===== config.mk =====
export PLATFORM = sky130hd
export DESIGN_NAME = spike_encoder
export DESIGN_NICKNAME = d
export VERILOG_FILES = /design/src/rtl/spike_encoder.sv
export SDC_FILE = /design/constraint.sdc
export NUM_CORES = 1
export LEC_CHECK = 0
export BUFFER_PORTS_ARGS = -buffer_cell sky130_fd_sc_hd__buf_2
export CORE_MARGIN = 5
export CORE_UTILIZATION = 40
export CTS_CLUSTER_DIAMETER = 30
export CTS_CLUSTER_SIZE = 20
export DETAILED_ROUTE_END_ITERATION = 6
export PLACE_DENSITY_LB_ADDON = 0.15
export SLEW_MARGIN = 40
export SYNTH_ARGS = -nofsm -noshare
export SYNTH_HDL_FRONTEND = slang
export SYNTH_SLANG_ARGS = --single-unit

===== constraint.sdc =====
create_clock -name clk -period 2.2 [get_ports clk]
set_input_delay 0.55 -clock clk [delete_from_list [all_inputs] [get_ports clk]]
set_output_delay 0.55 -clock clk [all_outputs]
set_load 0.02 [all_outputs]

===== src/rtl/spike_encoder.sv =====
// Rate encoder: converts a frame of per-channel intensities into T_STEPS timesteps
// of spikes by accumulating each intensity and emitting the accumulator carry.
module spike_encoder #(
  parameter int unsigned N_IN    = 8,
  parameter int unsigned VAL_W   = 8,
  parameter int unsigned T_STEPS = 16
) (
  input  logic                    clk,
  input  logic                    rstn,
  input  logic                    in_valid,
  output logic                    in_ready,
  input  logic [N_IN*VAL_W-1:0]   in_data,
  output logic [N_IN-1:0]         spike_out,
  output logic                    spike_valid,
  output logic                    frame_first,
  output logic                    frame_last
);

  localparam int unsigned STEP_W = (T_STEPS > 1) ? $clog2(T_STEPS) : 1;
  localparam logic [STEP_W-1:0] LAST_STEP = STEP_W'(T_STEPS - 1);

  typedef enum logic {IDLE, RUN} state_t;

  state_t                  r_state;
  logic [N_IN*VAL_W-1:0]   r_val;
  logic [N_IN*VAL_W-1:0]   r_acc;
  logic [STEP_W-1:0]       r_step;
  logic [N_IN-1:0]         w_carry;
  logic [N_IN*VAL_W-1:0]   w_acc_nxt;

  // Per-channel accumulate; the carry out is the spike, the low bits wrap.
  for (genvar gi = 0; gi < int'(N_IN); gi++) begin : g_ch
    logic [VAL_W:0] w_sum;
    assign w_sum = {1'b0, r_acc[gi*VAL_W +: VAL_W]} + {1'b0, r_val[gi*VAL_W +: VAL_W]};
    assign w_carry[gi] = w_sum[VAL_W];
    assign w_acc_nxt[gi*VAL_W +: VAL_W] = w_sum[VAL_W-1:0];
  end

  // in_ready is kept as a flop that mirrors (r_state == IDLE).
  always_ff @(posedge clk) begin
    if (!rstn) begin
      r_state     <= IDLE;
      r_val       <= '0;
      r_acc       <= '0;
      r_step      <= '0;
      in_ready    <= 1'b1;
      spike_out   <= '0;
      spike_valid <= 1'b0;
      frame_first <= 1'b0;
      frame_last  <= 1'b0;
    end else begin
      case (r_state)
        IDLE: begin
          spike_out   <= '0;
          spike_valid <= 1'b0;
          frame_first <= 1'b0;
          frame_last  <= 1'b0;
          if (in_valid && in_ready) begin
            r_val    <= in_data;
            r_acc    <= '0;
            r_step   <= '0;
            in_ready <= 1'b0;
            r_state  <= RUN;
          end
        end
        RUN: begin
          spike_out   <= w_carry;
          r_acc       <= w_acc_nxt;
          spike_valid <= 1'b1;
          frame_first <= (r_step == '0);
          frame_last  <= (r_step == LAST_STEP);
          r_step      <= r_step + STEP_W'(1);
          if (r_step == LAST_STEP) begin
            in_ready <= 1'b1;
            r_state  <= IDLE;
          end
        end
      endcase
    end
  end

endmodule


==> out/metrics.yaml, run 1 <==
setup_path:
  crit_path_end: "r_acc[52]$_SDFFE_PN0P_"
  rr_worst_depth: 7
  r2r_end: "r_acc[52]$_SDFFE_PN0P_"
  max_stage_delay_ns: 0.39
  slowest_stage: "fa_1"
  crit_type: "register to register"
  endpoint_kind: "register"
  critical_path_arrival_ns: 2.20
  rrSetupSlack_ns: 0.31
  startpoint: "r_val[48]$_SDFFE_PN0P_"
  crit_path_start_kind: "register"
  rr_startpoint: "r_val[48]$_SDFFE_PN0P_"
  worstPathMaxFanout: 3
  path_cells: "ha_1, inv_1, fa_1, nand2b_1, a21boi_0, o21ai_0, a32o_1"
  required_ns: 2.51
synthesis:
  ys_seq_area_share_pct: 38.1
  postSynth.asyncResetShare_pct: 0
  ys.flop_type: "dfxtp_1"
  netlist_area_sq_mm: 0.00763
  synth_top_area_share_pct: 38.1
  ys_ff_latch: 145
  syn_inst: 886
  synth.area.top_cells: "dfxtp_1 (38%), ha_1 (11%), nand2_1 (7.7%), a21oi_1 (5.4%), o21ai_0 (4.2%)"
  syn_avg_cell_area_sq_um: 8.61
  synthDistinctLibCells: 45
  synth_edf_count: 0
  synthTopCellsByCount: "nand2_1 (156), dfxtp_1 (145), a21oi_1 (82), ha_1 (66), o21ai_0 (64)"
  yosysTopAreaCell: "dfxtp_1"
  syn-num-nets: 1027
  yosysWarnings: 0
  yosysMostFrequentCell: "nand2_1"
drt:
  drcViolationCount: 0
  first_pass_iters: 5
  wire_per_inst_um: 14.7
  drt-initial-drc-count: 346
  finalWirelength_mm: 17.7
  detail_route.vias_per_cell: 5.29
  ant_nets: 0
  vias: 6393
sta:
  hold_violations: 0
  fin_setup_tns_ns: 0
  min_period_ns: 1.89
  slew-limit-headroom_pct: 61.0
  max_freq_ghz: 0.530
  worst_slew_pin_slew_ns: 0.586
  slew_violations: 0
  fin_worst_skew_ns: 0.00626
  grt_setup_unrepaired: "no"
  finalSetupViolCount: 0
  fin_crit_sh_pct: 85.7
die:
  die_w_um: 148
  die_area_sq_mm: 0.0219
  fp.coreArea_sq_mm: 0.0188
  ios: 79
  die_h_um: 148
  start_util_pct: 40.6
  rows: 50
power:
  p_per_area_mw_per_mm2: 743
  p_int_mw: 4.92
  total_power_mw: 6.61
  power.share.clock_pct: 45.1
  combPwrFrac_pct: 11.8
  p_seq_share_pct: 43.0
  leakage_nw: 3.78
  vdd_ir_drop_max_mv: 0.487
  p_sw_mw: 1.70
  switching_share_pct: 25.7
placement:
  dp_hpwl_mm: 12.1
  numPlacedInstances: 1177
  place_congestion: 0.785
  numPortBuffers: 78
cts:
  clkSlewWorstSetupHoldPaths_ns: 0.06
  clock_sinks: 145
  cts_tree: "built"
  cts_root_buf: "clkbuf_16"
  post_cts_resized: 0
  cts_hold_buf: 0
  insertion_delay_ns: 0.42
  cts_buffer_depth: 2
  cts_made_buffers: 17
  h-tree-depth: 4
  cts_setup_buffers: 0
cells_and_area:
  finalNetCount: 1103
  drive_gt1_share_pct: 14.9
  instances_no_fill: 1209
  n_antenna_cell: 0
  fillers: 1866
  area_delta_synth_final_pct: 16.7
  utilization_pct: 47.4
grt:
  grt_pass1_vias: 6253
  track_usage_pct: 16.7
  antenna_found_initial: 0
  grt_pass1_wl_mm: 29.9
  grt_overflow: 0
  grt_start_max_net_pins: 53
worst_hold_path:
  holdCritPathClass: "input pin to register"
run:
  maxCapViolations: 0
run_status:
  status: "finished, final reports clean"
-- worst max-delay path: cells and delay by family (launching register included) --
kind,cells,cell delay (ns)
buffers and inverters,1,0.06
adders and majority gates,2,0.59
AOI/OAI and AO/OA,3,0.57
and+or+nand+nor,1,0.20
DFF,1,0.35
-- worst min path at each step --
stage	from	endpoint	slack, ns	depth (start not counted)
after global routing	in_data[50]	r_val[50]$_SDFFE_PN0P_	0.35	3
final	in_data[38]	r_val[38]$_SDFFE_PN0P_	0.36	3
after global placement	r_acc[27]$_SDFFE_PN0P_	r_acc[27]$_SDFFE_PN0P_	0.44	2
after CTS	in_data[38]	r_val[38]$_SDFFE_PN0P_	0.33	3
after floorplan	r_acc[11]$_SDFFE_PN0P_	r_acc[11]$_SDFFE_PN0P_	0.43	2
after detailed placement	r_acc[35]$_SDFFE_PN0P_	r_acc[35]$_SDFFE_PN0P_	0.45	2
-- power by group through the flow --
| stage | sequential (mW) | combinational [mW] | clock, mW |
|---|---|---|---|
| finish | 2.85 | 0.782 | 2.99 |
| global route | 2.86 | 0.893 | 3.19 |
| global placement | 2.90 | 0.780 | 0 |
| floorplan | 2.88 | 0.551 | 0 |
| CTS | 2.85 | 0.794 | 3.07 |
| detailed placement | 2.90 | 0.788 | 0 |
-- per-layer routing --
| metal | up-vias | track usage [%] | share of wire [%] |
|---|---|---|---|
| li1 | 3345 | - | - |
| met1 | 2936 | 22.3 | 50 |
| met2 | 100 | 27.2 | 45 |
| met3 | 12 | 4.05 | 4.2 |
| met4 | 0 | 4.25 | 0.75 |
| met5 | - | 0 | 0 |
-- cells by family (layout without fill, tap and decap cells) --
group           after synthesis  in the layout  synth area share [%]
compound gates              285            285                  24.7
xor+xnor                      2              2                 0.230
fa+ha+maj                    74             74                  12.9
buf+inv                      84            173                  5.20
flops                       145            145                  38.1
mux                           8              8                  1.18
simple gates                288            288                  17.7
-- cell type report --
type / instances / area, sq um / share of cell area [%]
clock buffers: 19 / 453 / 5.09
clock inverters: 13 / 160 / 1.80
inverters: 44 / 165 / 1.85
multi-input cells: 657 / 4330 / 48.7
flip-flops and latches: 145 / 2900 / 32.6
well taps: 234 / 293 / 3.29
repair buffers: 97 / 596 / 6.69
-- placed cells by master (no fill, tap or decap), types with 9 or more instances in the layout --
| cell | netlist | routed |
|---|---|---|
| a21o_1 | 17 | 17 |
| or3_1 | 16 | 16 |
| a32o_1 | 16 | 16 |
| a211oi_1 | 24 | 24 |
| o21ai_0 | 64 | 64 |
| a21oi_1 | 82 | 82 |
| dfxtp_1 | 145 | 145 |
| nand2_1 | 156 | 156 |
| nand3b_1 | 15 | 15 |
| buf_4 | 7 | 14 |
| a22o_1 | 9 | 9 |
| clkbuf_16 | 0 | 17 |
| buf_2 | 14 | 78 |
| nor2_1 | 28 | 28 |
| nand2b_1 | 25 | 25 |
| inv_1 | 43 | 42 |
| ha_1 | 66 | 66 |
| nand3_1 | 17 | 17 |
-- flip-flops by register name, indices dropped and copies added (netlist names) --
register	count
r_acc	64
frame_first	1
spike_out	8
frame_last	1
r_val	64
r_step	4
in_ready	1
r_state	1
spike_valid	1
-- per-stage QoR --
stage                     worst slack (ns)  area, sq um  hold WS (ns)
after floorplan                      0.508         7630         0.430
after global placement               0.354         8290         0.442
after detailed placement             0.320         8290         0.447
after CTS                            0.300         8900         0.333
after global routing                 0.150         8900         0.347
final                                0.315         8900         0.356
Note: power is estimated with default switching activity, not from simulation.
==> run 2: changes to the inputs <==
--- a/config.mk
+++ b/config.mk
@@ -5,6 +5,7 @@
 export SDC_FILE = /design/constraint.sdc
 export NUM_CORES = 1
 export LEC_CHECK = 0
+export ABC_AREA = 1
 export BUFFER_PORTS_ARGS = -buffer_cell sky130_fd_sc_hd__buf_2
 export CORE_MARGIN = 5
 export CORE_UTILIZATION = 40
==> out/metrics.yaml, run 2 <==
run_status:
  status: "finished, final reports clean"
sta:
  worst_slew_pin_slew_ns: 0.549  # -0.0362 ns
  min_period_ns: 1.61  # -0.273 ns
  slew_violations: 0  # unchanged
  hold_slack_ns: 0.348  # -0.00767 ns
  hold_violations: 0  # unchanged
  slew-limit-headroom_pct: 63.3  # +2.4 points
  finalSetupViolCount: 0  # unchanged
  timing.final.ws_setup_ns: 0.588  # +0.273 ns
  fin_setup_tns_ns: 0  # unchanged
  fin_crit_sh_pct: 73.3  # -12 points
  max_freq_ghz: 0.620  # +17%
  fin_worst_skew_ns: 0.00520  # -0.00106 ns
  grt_setup_unrepaired: "no"
setup_path:
  critical_path_arrival_ns: 1.06  # -1.14 ns
  crit_family: "flip-flops"
  worstPathMaxFanout: 4  # +1
  crit_path_start_kind: "register"
  max_stage_delay_ns: 0.43  # +0.04 ns
  required_ns: 1.65  # -0.86 ns
  slowest_stage: "dfxtp_1"
  path_cells: "buf_2"
  path_buf_inv: 1  # unchanged
  endpoint_kind: "output port"
  crit_type: "register to output port"
power:
  total_power_mw: 6.73  # +1.7%
  vdd_ir_drop_max_mv: 0.569  # +17%
  leakage_nw: 4.44  # +18%
  p_per_area_mw_per_mm2: 754  # +1.6%
synthesis:
  yosysTopAreaCell: "dfxtp_1"
  synthTopCellsByCount: "nand2_1 (238), dfxtp_1 (145), inv_1 (140), nor2_1 (137), a21oi_1 (104)"
  yosysMostFrequentCell: "nand2_1"
  synthXorXnorAreaFrac_pct: 0.114  # -0.12 points
  synth_edf_count: 0  # unchanged
  syn-num-nets: 1223  # +19%
  muxShareOfSynthArea_pct: 0  # -1.2 points
  syn_inst: 1082  # +22%
  synthAdderAreaFrac_pct: 12.8  # -0.10 points
  synth.area.top_cells: "dfxtp_1 (38%), nand2_1 (12%), ha_1 (11%), inv_1 (6.8%), a21oi_1 (6.8%)"
  synth_compound_area_share_pct: 15.0  # -9.6 points
  netlist_area_sq_mm: 0.00769  # +0.80%
  synth_top_area_share_pct: 37.7  # -0.30 points
  ys_ff_latch: 145  # unchanged
  synth_top_family_by_area: "simple AND/OR/NAND/NOR gates"
  ys_seq_area_share_pct: 37.7  # -0.30 points
  ys.flop_type: "dfxtp_1"
  syn_avg_cell_area_sq_um: 7.11  # -17%
  yosysWarnings: 0  # unchanged
  postSynth.asyncResetShare_pct: 0  # unchanged
  synthDistinctLibCells: 27  # -40%
  post_synth_and_or_nand_nor_area_fraction_pct: 24.4  # +6.7 points
cts:
  clkSlewWorstSetupHoldPaths_ns: 0.06  # about the same
  h-tree-depth: 4  # unchanged
  insertion_delay_ns: 0.42  # about the same
  cts_tree: "built"
  post_cts_resized: 0  # unchanged
  cts_buffer_depth: 2  # unchanged
  clock_sinks: 145  # unchanged
  cts_setup_buffers: 0  # unchanged
  cts_made_buffers: 17  # unchanged
  cts_root_buf: "clkbuf_16"
  cts_hold_buf: 0  # unchanged
grt:
  grt_start_max_net_pins: 67  # +26%
  grt_overflow: 0  # unchanged
  antenna_found_initial: 0  # unchanged
  track_usage_pct: 16.7  # +0.065 points
  grt_pass1_wl_mm: 30.0  # +0.53%
  grt_pass1_vias: 6293  # +0.64%
drt:
  drt-initial-drc-count: 291  # -16%
  wire_per_inst_um: 12.6  # -14%
  vias: 6731  # +5.3%
  detail_route.vias_per_cell: 4.72  # -11%
  finalWirelength_mm: 18.0  # +1.2%
  first_pass_iters: 5  # unchanged
  ant_nets: 0  # unchanged
  drcViolationCount: 0  # unchanged
cells_and_area:
  design_area_sq_mm: 0.00892  # +0.18%
  finalNetCount: 1294  # +17%
  reg_top3: "r_acc (64), r_val (64), spike_out (8)"
  drive_gt1_share_pct: 12.3  # -2.6 points
  layout_common_cells: "nand2_1 (238), dfxtp_1 (145), inv_1 (140)"
  final_common_cell: "nand2_1"
  area_delta_synth_final_pct: 16.0
  n_antenna_cell: 0  # unchanged
placement:
  numPortBuffers: 78  # unchanged
  place_congestion: 0.832  # +6.0%
  place_area_sq_mm: 0.00833  # +0.51%
  dp_hpwl_mm: 12.3  # +2.3%
  place_ws_ns: 0.604  # +0.285 ns
die:
  ios: 79  # unchanged
  start_util_pct: 40.8  # +0.19 points
  die_w_um: 149  # +0.37%
  die_h_um: 149  # +0.37%
  die_area_sq_mm: 0.0221  # +0.75%
  rows: 50  # unchanged
  fp.coreArea_sq_mm: 0.0188  # +0.33%
worst_hold_path:
  holdCritPathClass: "input pin to register"
run:
  maxCapViolations: 0  # unchanged
## run 2: cell types whose count changed after synthesis, moves of 16 or more
cell / change
a211oi_1: -23
a21o_1: -17
a21oi_1: +22
inv_1: +97
nand2_1: +82
nand2b_1: -25
nand3_1: +56
nor2_1: +109
or3_1: -16
## run 2: kinds of logic (layout without fill, tap and decap cells)
group / after synthesis / in the layout
AND/OR/NAND/NOR: 464 / 464
flip-flops: 145 / 145
XOR/XNOR: 1 / 1
buffers and inverters: 185 / 269
adder cells (fa/ha/maj): 74 / 74
AO/OA/AOI/OAI: 213 / 213
## run 2: layer usage
metal	global-route usage [%]	part of all wire, %	up-vias
met4	5.17	1.2	0
met2	27.8	46	83
met5	0	0	-
met1	21.4	49	2987
li1	-	-	3647
met3	4.14	3.9	14
## run 2: layout make-up
| class | count | area [sq um] |
|---|---|---|
| fillers | 1969 | 9910 |
| multi-input cells | 752 | 4030 |
| flip-flops and latches | 145 | 2900 |
| inverters | 144 | 543 |
| repair buffers | 93 | 528 |
| clock buffers | 19 | 453 |
| well taps | 260 | 325 |
| clock inverters | 13 | 134 |
## run 2: report_power, final
| part | total (mW) | internal, mW | switching (mW) |
|---|---|---|---|
| logic | 0.958 | 0.353 | 0.604 |
| clock network | 2.86 | 1.73 | 1.14 |
| registers | 2.91 | 2.80 | 0.106 |
| total | 6.73 | 4.88 | 1.85 |
## run 2: final timing paths
check	from	endpoint	slack (ns)	depth (start not counted)
min	in_data[4]	r_val[4]$_SDFFE_PN0P_	0.35	3
max reg2reg	r_acc[48]$_SDFFE_PN0P_	spike_out[6]$_SDFF_PN0_	0.63	10
max	in_ready$_SDFFE_PN1P_	in_ready	0.59	1
min reg2reg	r_acc[22]$_SDFFE_PN0P_	r_acc[22]$_SDFFE_PN0P_	0.47	2
## run 2: stage by stage
stage | std cells | utilization (%)
after detailed placement | 1394 | 44.3
after CTS | 1426 | 47.4
final | 1426 | 47.4
after global placement | 1394 | 44.3
after floorplan | 1082 | -
after global routing | 1426 | 47.4
==> run 3: changes to the inputs <==
==> constraint.sdc (replaced) <==
create_clock -name clk -period 1.5 [get_ports clk]
set_input_delay 0.375 -clock clk [delete_from_list [all_inputs] [get_ports clk]]
set_output_delay 0.375 -clock clk [all_outputs]
set_load 0.02 [all_outputs]
==> out/metrics.yaml, run 3 (same netlist as run 2, synthesis figures left out) <==
run_status:
  status: "finished, final reports clean"
run:
  maxCapViolations: 0  # unchanged
setup_path:
  required_ns: 1.86  # +0.21 ns
  crit_type: "register to register"
  worstPathMaxFanout: 3  # -1
  critical_path_arrival_ns: 1.83  # +0.77 ns
  crit_path_start_kind: "register"
  endpoint_kind: "register"
  rr_worst_depth: 10  # unchanged
drt:
  detail_route.vias_per_cell: 4.72  # about the same
  first_pass_iters: 4  # -1
  drt-initial-drc-count: 285  # -2.1%
  ant_nets: 0  # unchanged
  drcViolationCount: 0  # unchanged
  wire_per_inst_um: 12.8  # +1.8%
  finalWirelength_mm: 18.5  # +3.0%
  vias: 6809  # +1.2%
power:
  p_sw_mw: 2.71  # +47%
  p_int_mw: 7.53  # +54%
  p_per_area_mw_per_mm2: 1070  # +42%
  power.share.clock_pct: 42.8  # +0.2 points
  vdd_ir_drop_max_mv: 0.828  # +45%
  switching_share_pct: 26.5  # -0.98 points
  p_seq_share_pct: 42.0  # -1.2 points
  combPwrFrac_pct: 15.3  # +1.1 points
  total_power_mw: 10.2  # +52%
  leakage_nw: 4.58  # +3.1%
sta:
  grt_setup_unrepaired: "yes"
  worst_slew_pin_slew_ns: 0.392  # -0.157 ns
  finalSetupViolCount: 0  # unchanged
  hold_violations: 0  # unchanged
  max_freq_ghz: 0.681
  slew-limit-headroom_pct: 73.9  # +11 points
  fin_crit_sh_pct: 97.8
  fin_worst_skew_ns: 0.00560  # +0.000404 ns
  slew_violations: 0  # unchanged
  min_period_ns: 1.47
cells_and_area:
  reg_top3: "r_acc (64), r_val (64), spike_out (8)"
  finalNetCount: 1311  # +1.3%
  fillers: 1923  # -2.3%
  n_antenna_cell: 0  # unchanged
  final_common_cell: "nand2_1"
  drive_gt1_share_pct: 22.4  # +10 points
  multi_input_area_sq_mm: 0.00447  # +11%
  area_delta_synth_final_pct: 24.8
  design_area_sq_mm: 0.00960  # +7.6%
  layout_common_cells: "nand2_1 (227), nor2_1 (137), inv_1 (128), dfxtp_1 (128), a21oi_1 (83)"
  seq_area_sq_mm: 0.00292  # +0.73%
grt:
  antenna_found_initial: 0  # unchanged
  grt_pass1_vias: 6429  # +2.2%
  grt_overflow: 0  # unchanged
  track_usage_pct: 16.7  # -0.050 points
  grt_pass1_wl_mm: 30.0  # -0.21%
  grt_start_max_net_pins: 50  # -25%
die:
  ios: 79  # unchanged
  start_util_pct: 40.8  # unchanged
  fp.coreArea_sq_mm: 0.0188  # unchanged
  die_w_um: 149  # unchanged
  die_area_sq_mm: 0.0221  # unchanged
  rows: 50  # unchanged
  die_h_um: 149  # unchanged
placement:
  place_area_sq_mm: 0.00852  # +2.2%
  numPortBuffers: 78  # unchanged
  dp_hpwl_mm: 12.6  # +2.0%
  place_congestion: 0.835  # +0.29%
cts:
  cts_made_buffers: 17  # unchanged
  h-tree-depth: 4  # unchanged
  clkSlewWorstSetupHoldPaths_ns: 0.06  # about the same
  cts_root_buf: "clkbuf_16"
  cts_hold_buf: 0  # unchanged
  cts_tree: "built"
  insertion_delay_ns: 0.42  # about the same
  clock_sinks: 145  # unchanged
  cts_buffer_depth: 2  # unchanged
worst_hold_path:
  holdPathStages: 3  # unchanged
  holdCritPathClass: "input pin to register"
## run 3: cell count changes in the layout (fill, tap and decap cells not counted), sizes merged
cell and delta:
clkbuf +3, clkinvlp -2, bufinv +1, inv -2, buf +17
## run 3: cell type report
| type | instances | area share [%] |
|---|---|---|
| clock buffers | 22 | 5.05 |
| clock inverters | 10 | 1.37 |
| inverters | 144 | 5.66 |
| multi-input cells | 752 | 46.6 |
| flip-flops and latches | 145 | 30.5 |
| well taps | 260 | 3.39 |
| repair buffers | 110 | 7.48 |
## run 3: metrics by stage
step	utilization, %	instances	setup TNS [ns]	hold WS (ns)	worst slack, ns
floorplan	-	1082	0	0.436	0.0679
detailed placement	45.2	1410	-0.172	0.458	-0.0486
global route	51.0	1443	-0.262	0.162	-0.0796
CTS	48.8	1442	-0.0348	0.151	-0.0348
global placement	45.2	1410	0	0.456	0.00772
finish	51.0	1443	0	0.175	0.0326
## run 3: path summary, 6_finish.rpt
path / to / slack, ns / from
worst max-delay path: spike_out[5]$_SDFF_PN0_ / 0.03 / r_acc[40]$_SDFFE_PN0P_
worst min-delay path: r_val[10]$_SDFFE_PN0P_ / 0.17 / in_data[10]
worst max register to register: spike_out[5]$_SDFF_PN0_ / 0.03 / r_acc[40]$_SDFFE_PN0P_
worst min register to register: r_acc[11]$_SDFFE_PN0P_ / 0.47 / r_acc[11]$_SDFFE_PN0P_
## run 3: worst max-delay path, stage by stage, from the launching register on
cell and delay [ns]:
dfxtp_2 0.35, ha_4 0.14, inv_2 0.04, fa_2 0.35
inv_2 0.09, nand3_2 0.09, nand3_2 0.09, nand2_2 0.05
nand2_1 0.06, nand2_1 0.05, a21oi_2 0.10
## run 3: timing repair
item | 4_1_cts | 5_1_grt
resized for setup | 28 | 87
setup endpoints to repair | 12 | 37
setup buffers | 0 | 1
pin swaps | 0 | 26
## run 3: power by group through the flow
stage	combinational [mW]	clock, mW	sequential (mW)
global placement	1.48	0	4.34
CTS	1.51	4.49	4.26
finish	1.57	4.38	4.30
floorplan	1.04	0	4.30
detailed placement	1.49	0	4.34
global route	1.79	4.67	4.33
## run 3: metal layers
layer | wire length [um] | part of all wire, % | vias up | track usage [%]
met5 | 0 | 0 | - | 0
met4 | 341 | 1.8 | 0 | 5.31
met3 | 574 | 3.1 | 23 | 3.96
met2 | 8610 | 47 | 79 | 27.6
met1 | 8970 | 48 | 3031 | 21.5
li1 | - | - | 3676 | -
